$ cat config.mk
export PLATFORM = sky130hd
export DESIGN_NAME = bmp_pixel_writer
export DESIGN_NICKNAME = d
export VERILOG_FILES = /design/src/rtl/bmp_pixel_writer.sv
export SDC_FILE = /design/constraint.sdc
export NUM_CORES = 1
export LEC_CHECK = 0
export BUFFER_PORTS_ARGS = -buffer_cell sky130_fd_sc_hd__buf_2
export CAP_MARGIN = 30
export CORE_MARGIN = 2
export CORE_UTILIZATION = 45
export CTS_CLUSTER_DIAMETER = 100
export CTS_CLUSTER_SIZE = 20
export DETAILED_ROUTE_END_ITERATION = 6
export PLACE_DENSITY = 0.73
export SLEW_MARGIN = 20
export SYNTH_ARGS = -nofsm -noshare
export SYNTH_HDL_FRONTEND = slang
export SYNTH_SLANG_ARGS = --single-unit
$ cat constraint.sdc
create_clock -name clk -period 6.7 [get_ports clk]
set_clock_uncertainty 0.2 [all_clocks]
set_input_delay 1.005 -clock clk [delete_from_list [all_inputs] [get_ports clk]]
set_output_delay 1.005 -clock clk [all_outputs]
set_load 0.01 [all_outputs]
$ cat src/rtl/bmp_pixel_writer.sv
// bmp_pixel_writer: serialises 24-bit BGR pixels into BMP-ordered byte writes,
// padding each row to a 4-byte boundary with zero bytes.
module bmp_pixel_writer #(
  parameter int ADDR_W = 20,
  parameter logic [ADDR_W-1:0] BASE_ADDR = '0,
  parameter int DIM_W = 16
) (
  input  logic              clk,
  input  logic              reset,
  input  logic              start,
  input  logic [DIM_W-1:0]  width,
  input  logic [DIM_W-1:0]  height,
  input  logic              pix_valid,
  output logic              pix_ready,
  input  logic [23:0]       pix_data,
  output logic              mem_we,
  output logic [ADDR_W-1:0] mem_addr,
  output logic [7:0]        mem_data,
  output logic              busy,
  output logic              done
);
  typedef enum logic [2:0] {IDLE, WAIT, B1, B2, PAD, FIN} state_t;
  state_t            r_state;
  logic [DIM_W-1:0]  r_w, r_h, r_col, r_row;
  logic [15:0]       r_pix;
  logic [1:0]        r_pcnt;
  logic [ADDR_W-1:0] r_ptr;
  logic              w_we, w_last_col, w_last_row, w_pad_last;
  logic [7:0]        w_byte;
  always_comb begin
    pix_ready  = r_state == WAIT;
    w_we       = (pix_ready && pix_valid) || r_state == B1 || r_state == B2 || r_state == PAD;
    w_byte     = r_state == WAIT ? pix_data[7:0] : r_state == B1 ? r_pix[7:0] :
                 r_state == B2 ? r_pix[15:8] : 8'h00;
    w_last_col = r_col == r_w - DIM_W'(1);
    w_last_row = r_row == r_h - DIM_W'(1);
    w_pad_last = r_pcnt == r_w[1:0] - 2'd1;
  end
  always_ff @(posedge clk or negedge reset) begin
    if (!reset) begin
      r_state  <= IDLE;
      r_w      <= '0;
      r_h      <= '0;
      r_col    <= '0;
      r_row    <= '0;
      r_pix    <= '0;
      r_pcnt   <= '0;
      r_ptr    <= BASE_ADDR;
      mem_we   <= 1'b0;
      mem_addr <= BASE_ADDR;
      mem_data <= '0;
      busy     <= 1'b0;
      done     <= 1'b0;
    end else begin
      mem_we <= w_we;
      if (w_we) begin
        mem_addr <= r_ptr;
        mem_data <= w_byte;
        r_ptr    <= r_ptr + ADDR_W'(1);
      end
      case (r_state)
        IDLE: if (start) begin
          r_w     <= width;
          r_h     <= height;
          r_col   <= '0;
          r_row   <= '0;
          r_ptr   <= BASE_ADDR;
          busy    <= 1'b1;
          done    <= width == '0 || height == '0;
          r_state <= (width == '0 || height == '0) ? FIN : WAIT;
        end
        WAIT: if (pix_valid) begin
          r_pix   <= pix_data[23:8];
          r_state <= B1;
        end
        B1: r_state <= B2;
        B2: begin
          r_pcnt <= '0;
          if (!w_last_col) begin
            r_col   <= r_col + DIM_W'(1);
            r_state <= WAIT;
          end else if (r_w[1:0] != 2'd0) begin
            r_state <= PAD;
          end else if (w_last_row) begin
            r_state <= FIN;
          end else begin
            r_col   <= '0;
            r_row   <= r_row + DIM_W'(1);
            r_state <= WAIT;
          end
        end
        PAD: begin
          r_pcnt <= r_pcnt + 2'd1;
          if (w_pad_last && w_last_row) begin
            r_state <= FIN;
          end else if (w_pad_last) begin
            r_col   <= '0;
            r_row   <= r_row + DIM_W'(1);
            r_state <= WAIT;
          end
        end
        // done doubles as FIN's sub-phase: first cycle arms it, second cycle is the pulse
        FIN: begin
          done <= !done;
          if (done) begin
            busy    <= 1'b0;
            r_state <= IDLE;
          end
        end
        default: r_state <= IDLE;
      endcase
    end
  end
endmodule

==> flow_summary.yaml, run 1 <==
run_status:
  status: "completed"
place:
  dp_hpwl_mm: 11.9
  gp_congestion: 0.869
  placed_cell_area_um2: 7970
  pre_cts_ws_ps: 2340
  dp_cells: 1052
  place.port_buffers: 91
global_route:
  globalRouteTotalUtil: 0.208
  grt_max_degree: 86
  antenna_found_initial: 1
  first_global_vias: 5891
  grt_pass1_wl_mm: 29.5
  grt_overflow: 0
route:
  avgViaCountPerCell: 5.55
  wire_per_inst_um: 15.9
  detail-route-antenna-nets: 0
  first_pass_iters: 5
  vias: 6027
  drt_iter0_drc: 383
  wirelength_mm: 17.2
  drc: 0
sta:
  rsz0062_at_grt: "no"
  layout_min_cycle_time_ps: 4400
  worstMarginPinSlew_ps: 866
  fin_ws_ps: 2300
  setup_violations: 0
  hold_viol: 0
  slew_violations: 0
  fin_crit_sh: 0.657
  tns_ps: 0
  hold_ws_ps: 260
  relSlewSlack: 0.420
  fmax_ghz: 0.227
critical_path:
  critPathRequiredTime_ps: 6840
  worstSetupPathType: "register to register"
  slowest_delay_ps: 680
  cp_max_fo: 32
  arrival_ps: 4540
  worstPathCellList: "or4_1, or3_1, or3_1, o311a_1, or4_4, o21bai_4, o211ai_4, or4_1, a21oi_1"
  startpoint: "r_w[2]"
  slowest_stage: "or4_1"
  crit_path_end_kind: "register"
  r2r-start: "r_w[2]"
  start_kind: "register"
hold_path:
  hold_path_class: "register to register"
  hold_path.startpoint: "mem_addr[1]"
synth:
  postSynthAreaPerCell_um2: 9.42
  synthArstFlopShare: 1.00
  yosys_warnings: 0
  ys_seq_area_frac: 0.462
  synth-main-ff-cell: "dfrtp_1"
  ys_ff_latch: 136
  synth_cells: 782
  netlist_area_um2: 7370
  yosysTopAreaCell: "dfrtp_1"
  synth_area_leaders: "dfrtp_1, mux2_2, nand2_1"
  yosys.area.top_type_share: 0.462
  ys_types: 62
  synth_edf_count: 0
  syn_nets: 848
floorplanning:
  row_count: 46
  pin_count: 92
  coreArea_um2: 15900
  die_x_um: 132
  dieHeight_um: 132
  initial_core_util: 0.462
  dieArea_um2: 17400
final_layout:
  fin_util: 0.540
  syn_to_final_growth_pct: 16.9
  drive_gt1_frac: 0.223
  fin_nets: 922
  stdcell_count: 1086
  nFillCells: 1478
  fin_area_um2: 8610
clocking:
  tritoncts: "done"
  cts-root-buf: "clkbuf_16"
  path_clk_slew_ps: 60
  clock_path_buffers: 2
  cts_buffers: 17
  h-tree-depth: 4
  hold_buffers: 0
  clock_latency_ps: 430
  post_cts_buffers: 0
  cts_resized: 0
  cts_num_sinks: 136
power_and_ir_drop:
  finalPower_mw: 3.55
  p_leak_nw: 3.85
  p_per_area_nw_per_um2: 412
  peakVddDrop_mv: 0.285
job:
  maxCapViolations: 0
## synthesized netlist by cell type (11+ instances only)
cell	instances
nand3_1	22
nor3_1	11
nor2_1	45
clkbuf_1	33
nand2_1	122
nand4_1	12
a21oi_1	31
or3_1	19
mux2_2	47
xor2_1	32
dfrtp_1	136
xnor2_1	27
inv_1	15
and3_1	20
nor4_1	16
o21ai_0	61
## critical path, delay by kind of cell, from the launching register on
family,cells,cell delay (ps)
compound gates,4,1090
simple gates,5,2560
flops,1,450
## area by class of cell
type	instances	area [um^2]	area share
tap	216	270	0.0314
antenna	1	2.50	0.000291
clock buffer	17	425	0.0494
multi-input combinational	587	3720	0.432
inverter	16	60.1	0.00697
timing repair buffer	98	512	0.0594
sequential	136	3400	0.395
clock inverter	15	215	0.0250
## path summary, 6_finish.rpt
check,end,slack [ps],cells after the start
max reg2reg,r_row[7],2300,9
min reg2reg,mem_addr[1],260,2
min,mem_addr[1],260,2
max,r_row[7],2300,9
min in group asynchronous,mem_addr[19],400,1
max in group asynchronous,r_w[14],4670,2
## registers in the layout (all words and copies together), names as in the netlist
signal,count
r_h,16
r_ptr,20
r_state,3
mem_data,8
r_pix,16
r_row,16
r_w,16
r_pcnt,2
r_col,16
busy,1
mem_addr,20
mem_we,1
done,1
## cells in the final DEF (no fill, tap or decap), types with 5 or more instances in the layout
cell type  instances
a21oi_1           31
a22oi_1           10
and3_1            20
buf_2             91
buf_4              6
clkbuf_16         17
dfrtp_1          136
ha_1               6
inv_1             15
mux2_2            47
mux2i_1            5
nand2_1          122
nand2b_1           8
nand3_1           22
nand4_1           12
nor2_1            45
nor2b_1            8
nor3_1            10
nor4_1            16
o211ai_1           5
o21ai_0           61
o31ai_1            9
or2_2              6
or3_1             19
or4_1              9
xnor2_1           27
xor2_1            32
## power by group
group / total (mW) / leakage [nW] / internal, mW / switching (mW)
Combinational: 1.18 / 1.77 / 0.546 / 0.638
Clock: 1.02 / 0.309 / 0.632 / 0.391
Sequential: 1.34 / 1.77 / 1.05 / 0.292
## per-layer routing
| metal | track usage | part of all wire |
|---|---|---|
| met1 | 0.291 | 0.47 |
| met3 | 0.0596 | 0.059 |
| met2 | 0.315 | 0.45 |
| met5 | 0 | 0 |
| met4 | 0.0616 | 0.015 |
## cells by family (layout without fill, tap and decap cells)
family / count (synthesis) / count (layout) / synth area share
compound gates: 151 / 151 / 0.129
xor+xnor: 59 / 59 / 0.0701
fa+ha+maj: 6 / 6 / 0.0102
buf+inv: 59 / 146 / 0.0343
flops: 136 / 136 / 0.462
mux: 52 / 52 / 0.0786
other cells: 0 / 1 / 0
simple gates: 319 / 319 / 0.216
Power figures use the tool's default switching activity.
==> run 2: changes to the inputs <==
==> constraint.sdc (replaced) <==
create_clock -name clk -period 4.55 [get_ports clk]
set_clock_uncertainty 0.2 [all_clocks]
set_input_delay 0.6825 -clock clk [delete_from_list [all_inputs] [get_ports clk]]
set_output_delay 0.6825 -clock clk [all_outputs]
set_load 0.01 [all_outputs]
==> run 2 against run 1 <==
  * Clock power up 33%
  * Register-to-register slack worse by 2000 ps
  * Sequential power up 46%
  * Critical path depth stayed put
  * Total power up 43%
  * Via count decreased by 0.25%
  * Hold slack worse by 180 ps
  * Sequential cell count did not move
  * Count of clock-buffer cells in the layout stayed put
  * Critical path type unchanged
  * Critical endpoint is now r_row[15]
  * Highest routed layer is now met5
==> flow_summary.yaml, run 2 (synthesized netlist as in run 1, its figures left out) <==
global_route:
  first_global_vias: 5848
  grt_overflow: 0
  antenna_found_initial: 2
  grt_max_degree: 80
  grt_pass1_wl_mm: 28.8
  globalRouteTotalUtil: 0.202
sta:
  relSlewSlack: 0.415
  rsz0062_at_grt: "no"
  fin_crit_sh: 0.939
  layout_min_cycle_time_ps: 4270
  tns_ps: 0
  fmax_ghz: 0.234
  setup_violations: 0
  slew_violations: 0
  hold_viol: 0
  worstMarginPinSlew_ps: 874
clocking:
  cts_resized: 0
  cts-root-buf: "clkbuf_16"
  path_clk_slew_ps: 70
  tritoncts: "done"
  post_cts_buffers: 0
  clock_path_buffers: 2
  cts_buffers: 17
  h-tree-depth: 4
  clock_latency_ps: 430
  cts_num_sinks: 136
  hold_buffers: 0
hold_path:
  hold_path_class: "primary input to async pin"
final_layout:
  fin_area_um2: 8570
  mostFrequentLayoutCells: "dfrtp_1, nand2_1, buf_2, o21ai_0, mux2_2"
  drive_gt1_frac: 0.225
  reg_top3: "mem_addr: 20 flops, r_ptr: 20 flops"
  register_area_um2: 3400
  layout_commonest_cell: "dfrtp_1"
  fin_nets: 924
  nFillCells: 1462
  syn_to_final_growth_pct: 16.3
  fin_util: 0.538
  multiInputGateArea_um2: 3720
run_status:
  status: "completed"
floorplanning:
  row_count: 46
  die_x_um: 132
  dieArea_um2: 17400
  initial_core_util: 0.462
  dieHeight_um: 132
  coreArea_um2: 15900
  pin_count: 92
power_and_ir_drop:
  p_per_area_nw_per_um2: 591
  p_leak_nw: 3.83
  finalPower_mw: 5.07
  peakVddDrop_mv: 0.332
route:
  drc: 0
  vias: 6012
  avgViaCountPerCell: 5.53
  detail-route-antenna-nets: 0
  wirelength_mm: 16.9
  wire_per_inst_um: 15.5
  first_pass_iters: 5
  drt_iter0_drc: 478
place:
  placed_cell_area_um2: 7990
  gp_congestion: 0.880
  dp_hpwl_mm: 11.8
  place.port_buffers: 91
critical_path:
  cp_max_fo: 32
  worst_r2r_path_depth: 9
  worstSetupPathType: "register to register"
  start_kind: "register"
  critPathRequiredTime_ps: 4690
  arrival_ps: 4410
  crit_path_end_kind: "register"
job:
  maxCapViolations: 0
run 2: cell types whose count changed in the layout (fill, tap and decap cells not counted):
cell / change
inv_6: +2
buf_2: -1
buf_4: +3
bufinv_16: -3
inv_8: +1
run 2: worst paths after layout:
kind	start	to	slack [ps]
worst min-delay path	reset	r_ptr[15]	80
max in group asynchronous	reset	done	3190
min in group clk	mem_addr[13]	mem_addr[13]	260
worst max-delay path	r_w[2]	r_row[15]	280
worst min register to register	mem_addr[13]	mem_addr[13]	260
worst max register to register	r_w[2]	r_row[15]	280
run 2: stage by stage:
stage | hold slack, ps | setup slack [ps] | std cells
final | 84.6 | 280 | 1088
after global routing | 143 | 97.3 | 1088
after detailed placement | 251 | 344 | 1055
after floorplan | 187 | 649 | 782
after CTS | 101 | 328 | 1087
after global placement | 244 | 484 | 1055
run 2: critical path, cell delays in order (launching register included):
cell and delay (ps):
dfrtp_1 450, or4_1 690, or4_4 570, nor3b_1 160, o31a_1 280, o2111ai_1 480
o31a_1 290, o211ai_4 270, or4_1 590, a21oi_1 190
run 2: final cells by class:
class / count / share of cell area
Antenna cell: 1 / 0.000292
Multi-Input combinational cell: 587 / 0.435
Clock buffer: 17 / 0.0496
Inverter: 16 / 0.00701
Sequential cell: 136 / 0.397
Tap cell: 216 / 0.0315
Timing Repair Buffer: 100 / 0.0618
Clock inverter: 15 / 0.0180
run 2: layer usage:
layer / GRT usage / part of all wire
met4: 0.0531 / 0.011
met5: 0 / 0.00077
met1: 0.283 / 0.47
met3: 0.0619 / 0.068
met2: 0.306 / 0.45
run 2: report_power, final:
| part | internal (mW) | leakage, nW | switching, mW | total [mW] |
|---|---|---|---|---|
| logic | 0.808 | 1.78 | 0.939 | 1.75 |
| clock network | 0.772 | 0.281 | 0.583 | 1.36 |
| registers | 1.54 | 1.77 | 0.422 | 1.96 |
==> run 3: changes to the inputs <==
--- a/config.mk
+++ b/config.mk
@@ -8,11 +8,11 @@
 export BUFFER_PORTS_ARGS = -buffer_cell sky130_fd_sc_hd__buf_2
 export CAP_MARGIN = 30
 export CORE_MARGIN = 2
-export CORE_UTILIZATION = 45
+export CORE_UTILIZATION = 40
 export CTS_CLUSTER_DIAMETER = 100
 export CTS_CLUSTER_SIZE = 20
 export DETAILED_ROUTE_END_ITERATION = 6
-export PLACE_DENSITY = 0.73
+export PLACE_DENSITY = 0.68
 export SLEW_MARGIN = 20
 export SYNTH_ARGS = -nofsm -noshare
 export SYNTH_HDL_FRONTEND = slang
==> run 3 against run 2 <==
  * Largest power group unchanged
  * Sequential share of layout area down 0.17 points
  * First-iteration DRC count down 9.8%
  * Combinational power about the same
==> flow_summary.yaml, run 3 (synthesized netlist as in run 1, its figures left out) <==
sta:
  slew_violations: 0
  rsz0062_at_grt: "no"
  fin_crit_sh: 0.921
  layout_min_cycle_time_ps: 4190
  tns_ps: 0
  worstMarginPinSlew_ps: 873
  fmax_ghz: 0.239
  relSlewSlack: 0.416
  setup_violations: 0
  hold_viol: 0
clocking:
  clock_latency_ps: 430
  tritoncts: "done"
  post_cts_buffers: 0
  path_clk_slew_ps: 60
  cts-root-buf: "clkbuf_16"
  h-tree-depth: 4
  hold_buffers: 0
  clock_path_buffers: 2
  cts_num_sinks: 136
  cts_resized: 0
  cts_buffers: 17
power_and_ir_drop:
  p_per_area_nw_per_um2: 598
  peakVddDrop_mv: 0.310
  p_leak_nw: 3.83
route:
  vias: 6025
  wire_per_inst_um: 15.7
  first_pass_iters: 5
  detail-route-antenna-nets: 0
  avgViaCountPerCell: 5.48
  drt_iter0_drc: 431
  drc: 0
  wirelength_mm: 17.3
final_layout:
  nFillCells: 1729
  fin_util: 0.477
  diodes: 0
  register_area_um2: 3400
  reg_top3: "mem_addr: 20 flops, r_ptr: 20 flops"
  fin_area_um2: 8610
  fin_nets: 924
  syn_to_final_growth_pct: 16.8
  layout_commonest_cell: "dfrtp_1"
  mostFrequentLayoutCells: "dfrtp_1, nand2_1, buf_2, o21ai_0, mux2_2"
  drive_gt1_frac: 0.225
  multiInputGateArea_um2: 3720
job:
  maxCapViolations: 0
run_status:
  status: "completed"
critical_path:
  critPathRequiredTime_ps: 4690
  start_kind: "register"
  worstSetupPathType: "register to register"
  crit_path_end_kind: "register"
  cp_max_fo: 32
  arrival_ps: 4330
  r2r_setup_slack_ps: 360
floorplanning:
  initial_core_util: 0.409
  row_count: 49
  dieHeight_um: 140
  coreArea_um2: 18000
  die_x_um: 140
  pin_count: 92
  dieArea_um2: 19500
place:
  placed_cell_area_um2: 8000
  place.port_buffers: 91
  dp_hpwl_mm: 11.9
  gp_congestion: 0.872
global_route:
  antenna_found_initial: 0
  globalRouteTotalUtil: 0.184
  grt_pass1_wl_mm: 29.5
  first_global_vias: 5914
  grt_overflow: 0
  grt_max_degree: 83
hold_path:
  hold_path_class: "primary input to async pin"
## run 3: cell types whose count changed in the layout (fill, tap and decap cells not counted), sizes merged
cell      change
diode         -1
bufinv        +1
clkinv        -1
clkinvlp      +2
clkbuf        +1
inv           -3
## run 3: metal layers
| layer | vias up | global-route usage | wire length (um) |
|---|---|---|---|
| met5 | - | 0 | 0 |
| met4 | 0 | 0.0689 | 384 |
| met3 | 25 | 0.0485 | 879 |
| met2 | 130 | 0.283 | 7790 |
| met1 | 2941 | 0.250 | 8200 |
| li1 | 2929 | - | - |
## run 3: through the flow
stage               power (mW)  hold WS, ps  cells  setup slack, ps
floorplan                 3.27          187    782              649
global placement          3.71          248   1068              472
detailed placement        3.75          254   1068              386
CTS                       5.18          136   1100              368
global route              5.51          181   1100              106
finish                    5.14         90.0   1100              361
## run 3: final cells by class
type,count,share of cell area
clock inverter,14,0.0189
inverter,16,0.00698
multi-input combinational,587,0.433
timing repair buffer,100,0.0615
clock buffer,18,0.0510
sequential,136,0.395
tap,229,0.0333
## run 3: worst max-delay path, stage by stage, from the launching register on
cell and delay (ps):
dfrtp_1 460, or4_1 680, or4_4 570, nor3b_1 160
o31a_1 270, o2111ai_1 450, o31a_1 280, o211ai_4 250
or4_1 590, a21oi_1 170
## run 3: where the power goes
group	internal, mW	switching [mW]	leakage [nW]	total, mW
Combinational	0.813	0.958	1.78	1.77
Sequential	1.54	0.421	1.77	1.96
Clock	0.835	0.575	0.282	1.41
## run 3: final timing paths
kind	to	depth (start not counted)	startpoint
max in group asynchronous	r_h[7]	2	reset
worst min register to register	mem_addr[15]	2	mem_addr[15]
min in group clk	mem_addr[15]	2	mem_addr[15]
worst max register to register	r_row[15]	9	r_w[2]
worst min-delay path	mem_data[3]	1	reset
worst max-delay path	r_row[15]	9	r_w[2]
